==> src/rtl/fetch_pkg.sv <==
// Shared types and constants for the instruction fetch front end.
// Imported by the pair FIFO and the feeder top level.
package fetch_pkg;

   localparam int          INSTR_W = 32;
   localparam logic [31:0] PC_STEP = 32'd4;

   typedef enum logic [1:0] {
      FETCH_IDLE,
      FETCH_WAIT,
      FETCH_DRAIN
   } fetch_state_t;

endpackage

==> src/rtl/instr_pair_fifo.sv <==
// Word FIFO with one-word push, 0/1/2-word pop and two head read ports.
// Heads read as zero when the corresponding entry is not present.
module instr_pair_fifo
   import fetch_pkg::*;
#(
   parameter  int DEPTH = 8,
   localparam int AW    = $clog2(DEPTH),
   localparam int CW    = AW + 1
) (
   input  logic               clk,
   input  logic               rst,
   input  logic               i_clr,
   input  logic               i_push,
   input  logic [INSTR_W-1:0] i_wdata,
   input  logic [1:0]         i_pop_n,
   output logic [INSTR_W-1:0] o_head0,
   output logic [INSTR_W-1:0] o_head1,
   output logic [CW-1:0]      o_count
);

   logic [INSTR_W-1:0] r_mem [DEPTH];
   logic [AW-1:0]      r_rd;
   logic [AW-1:0]      r_wr;
   logic [CW-1:0]      r_count;
   logic [AW-1:0]      w_rd1;

   assign w_rd1   = r_rd + AW'(1);
   assign o_count = r_count;
   assign o_head0 = (r_count != '0) ? r_mem[r_rd] : '0;
   assign o_head1 = (r_count > CW'(1)) ? r_mem[w_rd1] : '0;

   always_ff @(posedge clk) begin
      if (!rst || i_clr) begin
         r_rd    <= '0;
         r_wr    <= '0;
         r_count <= '0;
      end else begin
         if (i_push) r_wr <= r_wr + AW'(1);
         r_rd    <= r_rd + AW'(i_pop_n);
         r_count <= r_count + CW'(i_push) - CW'(i_pop_n);
      end
   end

   // Storage needs no reset: heads are gated by the count.
   always_ff @(posedge clk) begin
      if (i_push && !i_clr) r_mem[r_wr] <= i_wdata;
   end

   always_ff @(posedge clk) begin
      if (rst && !i_clr) begin
         assert (!(i_push && r_count == CW'(DEPTH) && i_pop_n == 2'd0));
         assert (CW'(i_pop_n) <= r_count);
      end
   end

endmodule

==> src/rtl/instruction_pair_feeder.sv <==
// Fetch buffer feeding instruction pairs to the dual-issue scheduler.
// Sequential single-outstanding fetch into a small FIFO, flushed on redirect.
module instruction_pair_feeder
   import fetch_pkg::*;
#(
   parameter int          DEPTH    = 8,
   parameter logic [31:0] RESET_PC = 32'h0000_0000
) (
   input  logic               clk,
   input  logic               rst,
   input  logic               freeze1,
   input  logic               freeze2,
   input  logic               redirect,
   input  logic [31:0]        redirect_pc,
   output logic               imem_req,
   output logic [31:0]        imem_addr,
   input  logic [INSTR_W-1:0] imem_rdata,
   input  logic               imem_valid,
   output logic [INSTR_W-1:0] instruction0,
   output logic [INSTR_W-1:0] instruction1,
   output logic               nothing_filled
);

   localparam int            CW   = $clog2(DEPTH) + 1;
   localparam logic [CW-1:0] FULL = CW'(DEPTH);

   fetch_state_t  r_state;
   fetch_state_t  w_state_nx;
   logic [31:0]   r_pc;
   logic [31:0]   w_pc_nx;
   logic          w_push;
   logic [1:0]    w_pop_n;
   logic [CW-1:0] w_count;
   logic [CW-1:0] w_count_nx;
   logic          w_room;

   assign w_push = (r_state == FETCH_WAIT) && imem_valid && !redirect;

   always_comb begin
      w_pop_n = 2'd0;
      if (!freeze1 && !freeze2 && !redirect && w_count != '0)
         w_pop_n = (w_count > CW'(1)) ? 2'd2 : 2'd1;
   end

   assign w_count_nx = redirect ? '0
                     : w_count + CW'(w_push) - CW'(w_pop_n);
   assign w_room     = w_count_nx < FULL;

   always_comb begin
      w_state_nx = r_state;
      w_pc_nx    = r_pc;
      unique case (r_state)
         FETCH_IDLE: begin
            if (!redirect && w_room) w_state_nx = FETCH_WAIT;
         end
         FETCH_WAIT: begin
            if (redirect) begin
               w_state_nx = imem_valid ? FETCH_IDLE : FETCH_DRAIN;
            end else if (imem_valid) begin
               w_pc_nx    = r_pc + PC_STEP;
               w_state_nx = w_room ? FETCH_WAIT : FETCH_IDLE;
            end
         end
         FETCH_DRAIN: begin
            if (imem_valid) w_state_nx = FETCH_IDLE;
         end
         default: w_state_nx = FETCH_IDLE;
      endcase
      if (redirect) w_pc_nx = redirect_pc;
   end

   always_ff @(posedge clk) begin
      if (!rst) begin
         r_state <= FETCH_IDLE;
         r_pc    <= RESET_PC;
      end else begin
         r_state <= w_state_nx;
         r_pc    <= w_pc_nx;
      end
   end

   assign imem_req       = (r_state == FETCH_WAIT);
   assign imem_addr      = r_pc;
   assign nothing_filled = (w_count == '0);

   instr_pair_fifo #(
      .DEPTH (DEPTH)
   ) u_fifo (
      .clk     (clk),
      .rst     (rst),
      .i_clr   (redirect),
      .i_push  (w_push),
      .i_wdata (imem_rdata),
      .i_pop_n (w_pop_n),
      .o_head0 (instruction0),
      .o_head1 (instruction1),
      .o_count (w_count)
   );

endmodule

==> config.mk <==
export PLATFORM = sky130hd
export DESIGN_NAME = instruction_pair_feeder
export DESIGN_NICKNAME = d
export VERILOG_FILES = /design/src/rtl/fetch_pkg.sv /design/src/rtl/instr_pair_fifo.sv /design/src/rtl/instruction_pair_feeder.sv
export SDC_FILE = /design/constraint.sdc
export NUM_CORES = 1
export LEC_CHECK = 0
export CORE_ASPECT_RATIO = 0.75
export CORE_MARGIN = 3
export CORE_UTILIZATION = 51
export DETAILED_ROUTE_END_ITERATION = 7
export GPL_ROUTABILITY_DRIVEN = 1
export GPL_TIMING_DRIVEN = 0
export PLACE_DENSITY = 0.8
export SETUP_SLACK_MARGIN = 0.02
export SLEW_MARGIN = 10
export SYNTH_ARGS = -nofsm -noshare
export SYNTH_HDL_FRONTEND = slang
export SYNTH_SLANG_ARGS = --single-unit
==> constraint.sdc <==
create_clock -name clk -period 4.6 [get_ports clk]
set_clock_uncertainty 0.15 [all_clocks]
set_input_delay 0.92 -clock clk [delete_from_list [all_inputs] [get_ports clk]]
set_output_delay 0.92 -clock clk [all_outputs]
set_load 0.01 [all_outputs]
Word level (Yosys, flattened, before mapping)
Memory sizes are Yosys's and may differ from the RTL's. A register that Yosys moved wholly into a read port is not among the register bits.
Cells that the tools add are included.
{"block": "op_classes", "n_div": 0, "mul": 0, "n_addsub": 6, "order_cmp": 2, "n_mux": 18, "n_reduce_logical": 19, "shift": 0, "n_bitwise": 0, "n_eq_ne": 5}
{"op": "2-to-1 mux 32 bit", "n": 5}
{"op": "adder 32 x 3 -> 32 bit (second input constant)", "n": 1}
{"op": "2-to-1 mux 2 bit", "n": 7}
{"op": "logical AND 1 bit", "n": 7}
{"op": "adder 3 x 1 -> 3 bit (second input constant)", "n": 2}
{"op": "one-hot mux 2 bit (3 select lines)", "n": 1}
{"op": "adder 4 x 1 -> 4 bit", "n": 1}
{"op": "greater-than comparator 4 x 1 -> 1 bit (second input constant)", "n": 1}
{"op": "logical NOT 1 bit", "n": 4}
{"op": "logical NOT 4 bit", "n": 1}
{"op": "< comparator 4 bit (second input constant)", "n": 1}
{"op": "2-to-1 mux 4 bit", "n": 1}
{"op": "!= test 2 bit (second input constant)", "n": 2}
{"op": "nonzero test 2 bit", "n": 2}
{"op": "nonzero test 4 bit", "n": 1}
{"op": "subtractor 4 x 2 -> 4 bit", "n": 1}
{"op": "adder 3 x 2 -> 3 bit", "n": 1}
{"op": "2-to-1 mux 1 bit", "n": 3}
{"op": "2-to-1 mux 3 bit", "n": 1}
{"op": "!= test 3 x 2 -> 1 bit (second input constant)", "n": 1}
{"op": "AND reduction 3 bit", "n": 1}
{"op": "equality test 2 x 1 -> 1 bit (second input constant)", "n": 1}
{"op": "equality test 2 bit (second input constant)", "n": 1}
{"op": "logical NOT 2 bit", "n": 1}
{"op": "other kinds (2)", "n": 2}
{"block": "word_totals", "ram_bits": 256, "mem_bits_ro": 0, "reg_bits": 44, "latchBits": 0, "mem_count": 1}
{"memory": "u_fifo.r_mem", "depth": 8, "word_bits": 32, "read_ports": 2, "rd_clocked_by_memory_dff": 1, "wr": 1, "line": "instr_pair_fifo.sv:21", "text": "logic [INSTR_W-1:0] r_mem [DEPTH];"}

Depth between registers and ports, before layout
{"block": "logic_depth", "word_depth": 12, "ltp_mapped": 12, "mapped_depth_nobuf": 12}

Cells and area by module
A second synthesis with hierarchy kept.
{"block": "unflattened", "cells_unflattened": 834, "area_unflattened_um2": 14288.7}
{"module": "instr_pair_fifo", "seq_area_each_um2": 7887.6, "area_per_inst_um2": 12102.9, "n_inst": 1, "cells_each": 562}
{"module": "instruction_pair_feeder", "seq_area_each_um2": 680.7, "area_per_inst_um2": 2185.8, "n_inst": 1, "cells_each": 272}

Worst setup path before layout
Ideal clock, no wire load.
{"block": "synth_timing", "path_type": "input to register", "from": "input port redirect", "to": "memory u_fifo.r_mem[0][0], enable pin", "cell_stages": 4, "setup_ns": 0.461, "path_slack_ns": 0.037, "t_arrival_ns": 3.952, "path_cell_list": "clkbuf_1 -> nor4bb_1 -> nand2b_1 -> nor3_1"}
{"block": "synth_via", "elab_chain_len": 5}
{"item": "start: declaration", "line": "instruction_pair_feeder.sv:13", "text": "input logic redirect,"}
{"item": "logical NOT 1 bit *", "line": "instr_pair_fifo.sv:46, instruction_pair_feeder.sv:37"}
{"item": "logical AND 1 bit", "line": "instruction_pair_feeder.sv:37", "text": "assign w_push = (r_state == FETCH_WAIT) && imem_valid && !redirect;"}
{"item": "logical AND 1 bit *", "line": "instr_pair_fifo.sv:46", "text": "if (i_push && !i_clr) r_mem[r_wr] <= i_wdata;"}
{"item": "2-to-1 mux 1 bit *", "line": "instr_pair_fifo.sv:46"}
{"item": "2-to-1 mux 1 bit (not written as such) *", "line": "instr_pair_fifo.sv:46"}
{"item": "end: declaration", "line": "instr_pair_fifo.sv:21"}
Every way passes the cells marked *; elsewhere a longest branch is shown, timed or not.

Worst setup path in the final report
{"block": "layout_timing", "from": "register u_fifo.r_rd[2]", "to": "output port instruction1[3]"}
{"block": "layout_via", "elab_chain_len": 3}
{"item": "start: declaration", "line": "instr_pair_fifo.sv:22", "text": "logic [AW-1:0] r_rd;"}
{"item": "start signal: assignment", "line": "instr_pair_fifo.sv:39", "text": "r_rd <= r_rd + AW'(i_pop_n);"}
{"item": "adder 3 x 1 -> 3 bit", "line": "instr_pair_fifo.sv:27", "text": "assign w_rd1 = r_rd + AW'(1);"}
{"item": "memory read (8 x 32 bit)"}
{"item": "2-to-1 mux 32 bit", "line": "instr_pair_fifo.sv:30", "text": "assign o_head1 = (r_count > CW'(1)) ? r_mem[w_rd1] : '0;"}
{"item": "end: declaration", "line": "instruction_pair_feeder.sv:20", "text": "output logic [INSTR_W-1:0] instruction1,"}
No other way between the ends.

==> results.cfg <==
[outcome]
status = finished, final reports clean

[pwr]
switching_share_pct = 20.3
p_sw_mw = 1.17
finalPower_mw = 5.79
combPwrFrac_pct = 4.5
pwr-share-clk_pct = 43.5
pwr-share-seq_pct = 52.0
ir_worst_vdd_mv = 0.273
p_leak_nw = 5.52
pwr_density_cell_nw_per_um2 = 329
intPower_mw = 4.61

[cells_and_area]
drive_above_1_share_pct = 19.4
seq_area_um2 = 8570
multi_input_area_um2 = 5380
antennaDiodeCount = 0
fin_nets = 1199
nFillCells = 1934
final_cells = 1490
post-route-util_pct = 64.7
area_growth_pct = 23.9
layout_commonest_cell = edfxtp_1
final_cell_mix = edfxtp_1, clkdlybuf4s50_1, mux4_2

[detailed_routing]
drtIter0Drc = 1088
drt-total-wl_um = 38400
drc_errors = 0
vias = 9578
antenna_left = 0
routedWlPerCell_um = 25.8
drtPass1Iterations = 7
via_per_inst = 6.43

[synthesis]
avgSynthCellArea_um2 = 15.7
synth_top_area_share_pct = 54.1
synth_edf_count = 256
ys_types = 47
syn_area_um2 = 14200
netlist_instances = 906
yosysWarnings = 0
yosys-top-cells-area = edfxtp_1, mux4_2, dfxtp_1
synth_top_cell_by_area = edfxtp_1
synth_seq_cells = 300
synth-seq-area-share_pct = 60.4
synthFlopType = edfxtp_1
async_reset_ff_share_pct = 0
synth_nets = 989

[place]
dpl.cell_count = 1436
hpwl_um = 25400
port_buffers = 165
place.gp.congestion = 0.852

[sta]
min_period_over_period_pct = 98.6
fin_crit_ns = 4.54
setup-violations-final = 0
tightest_slew_ns = 1.03
slew_violations = 0
tns_ns = 0
relSlewSlack_pct = 31.1
max_clock_freq_mhz = 221
rsz0062_at_grt = yes
hold_ws_ns = 0.350
hold_viol = 0

[die]
rows = 52
fp.dieW_um = 199
fp.dieH_um = 150
ios = 168
start_util_pct = 52.2
coreArea_um2 = 27200
floorplan.die_area_um2 = 29900

[critical_path]
path_max_fanout = 10
cp-start-kind = flop
crit_type = flop to output pin
required_ns = 3.53
cp.arrival_ns = 3.47
crit_path_end_kind = output pin

[hold_path]
hold_path.class = flop to flop

[global_routing]
grt_max_degree = 23
antenna_found_initial = 3
grt_pass1_wl_um = 58200
overflow = 0
grt_pass1_vias = 9742
track_usage_pct = 25.9

[cts]
clk_latency_ns = 0.55
cts_made_buffers = 30
cts_tree = done
clk_pin_slew_ns = 0.06
cts_buffer_depth = 3
htree_levels = 1
hold_buffers = 0
cts_setup_buffers = 0
clock-sinks = 300
cts_root_buffer = clkbuf_16

[job]
drv_cap = 0
## metrics by stage
| step | setup WS (ns) | instance area (um^2) |
|---|---|---|
| 4_1_cts | 0.0683 | 17600 |
| 3_3_place_gp | -3.08 | 16300 |
| 6_report | 0.0650 | 17600 |
| 3_5_place_dp | 0.267 | 16600 |
| 2_1_floorplan | 0.0366 | 14200 |
| 5_1_grt | -0.0379 | 17600 |
## synth_stat cells (6+ instances only)
master / n
buf_2: 16
dfxtp_1: 44
buf_1: 12
a31oi_1: 6
a311oi_1: 7
nor2_1: 50
nand2_1: 84
o21ai_0: 26
xor2_1: 7
xnor2_1: 8
mux2i_1: 34
nand3_1: 14
nor3_1: 12
and4_1: 7
nand4_1: 14
clkbuf_1: 34
ha_1: 11
nor4_1: 6
edfxtp_1: 256
nor3b_1: 6
nand2b_1: 7
inv_1: 12
and3_1: 6
nor2b_1: 7
mux4_2: 128
a21oi_1: 48
## power groups by stage
stage               Sequential (mW)  Combinational, mW  Clock, mW
floorplan                      3.07             0.0855          0
global placement               3.06              0.251          0
detailed placement             3.06              0.261          0
CTS                            3.01              0.262       2.54
global route                   3.01              0.282       2.66
finish                         3.01              0.262       2.52
## registers in the layout, indices dropped and copies added (netlist names)
register,flops
imem_addr,32
r_state,2
u_fifo.o_count,4
u_fifo.r_mem,256
u_fifo.r_rd,3
u_fifo.r_wr,3
## per-layer routing
layer  routed length (um)  up-vias  part of all wire, %  track usage [%]
met5                   41        -                 0.11                0
met4                  732        6                  1.9             6.25
met3                 3690       59                  9.6             6.09
met2                18300      572                   48             41.3
met1                15600     4886                   41             36.9
li1                     -     4055                    -                -
## path summary, 6_finish.rpt
kind / start / to / slack (ns) / cells after the start
setup / recovery: u_fifo.r_rd[2] / instruction1[3] / 0.06 / 6
hold / removal: u_fifo.r_wr[0] / u_fifo.r_wr[0] / 0.35 / 2
setup reg to reg: r_state[0] / u_fifo.r_mem[1][22] / 1.47 / 5
hold reg to reg: u_fifo.r_wr[0] / u_fifo.r_wr[0] / 0.35 / 2
## critical path: stages (launching register included)
cell	delay (ns)
dfxtp_1	0.32
clkbuf_1	0.47
xor2_1	0.48
clkbuf_1	0.60
nand2_1	0.10
a21oi_1	0.34
clkdlybuf4s50_1	0.61
## final cells by class
class | instances | share of cell area [%]
buffer | 62 | 1.59
clock buffer | 36 | 4.52
clock inverter | 19 | 1.23
inverter | 13 | 0.278
multi-input combinational | 530 | 30.6
sequential | 300 | 48.7
tap | 351 | 2.50
timing repair buffer | 179 | 10.6
## repair_timing
action | CTS | global route
endpoints found under the setup margin | 23 | 15
cloned | 0 | 0
gates resized for setup | 6 | 7
## logic make-up (layout without fill, tap and decap cells)
family,count (synthesis),count (layout),share of synthesized area (%)
AOI/OAI and AO/OA,102,102,4.21
xor gates and xnor gates,15,15,0.925
adders and majority gates,13,13,1.25
buffers and inverters,76,309,2.20
DFF,300,300,60.4
muxes,162,162,22.7
and+or+nand+nor,238,238,8.35
Power figures use the tool's default switching activity.
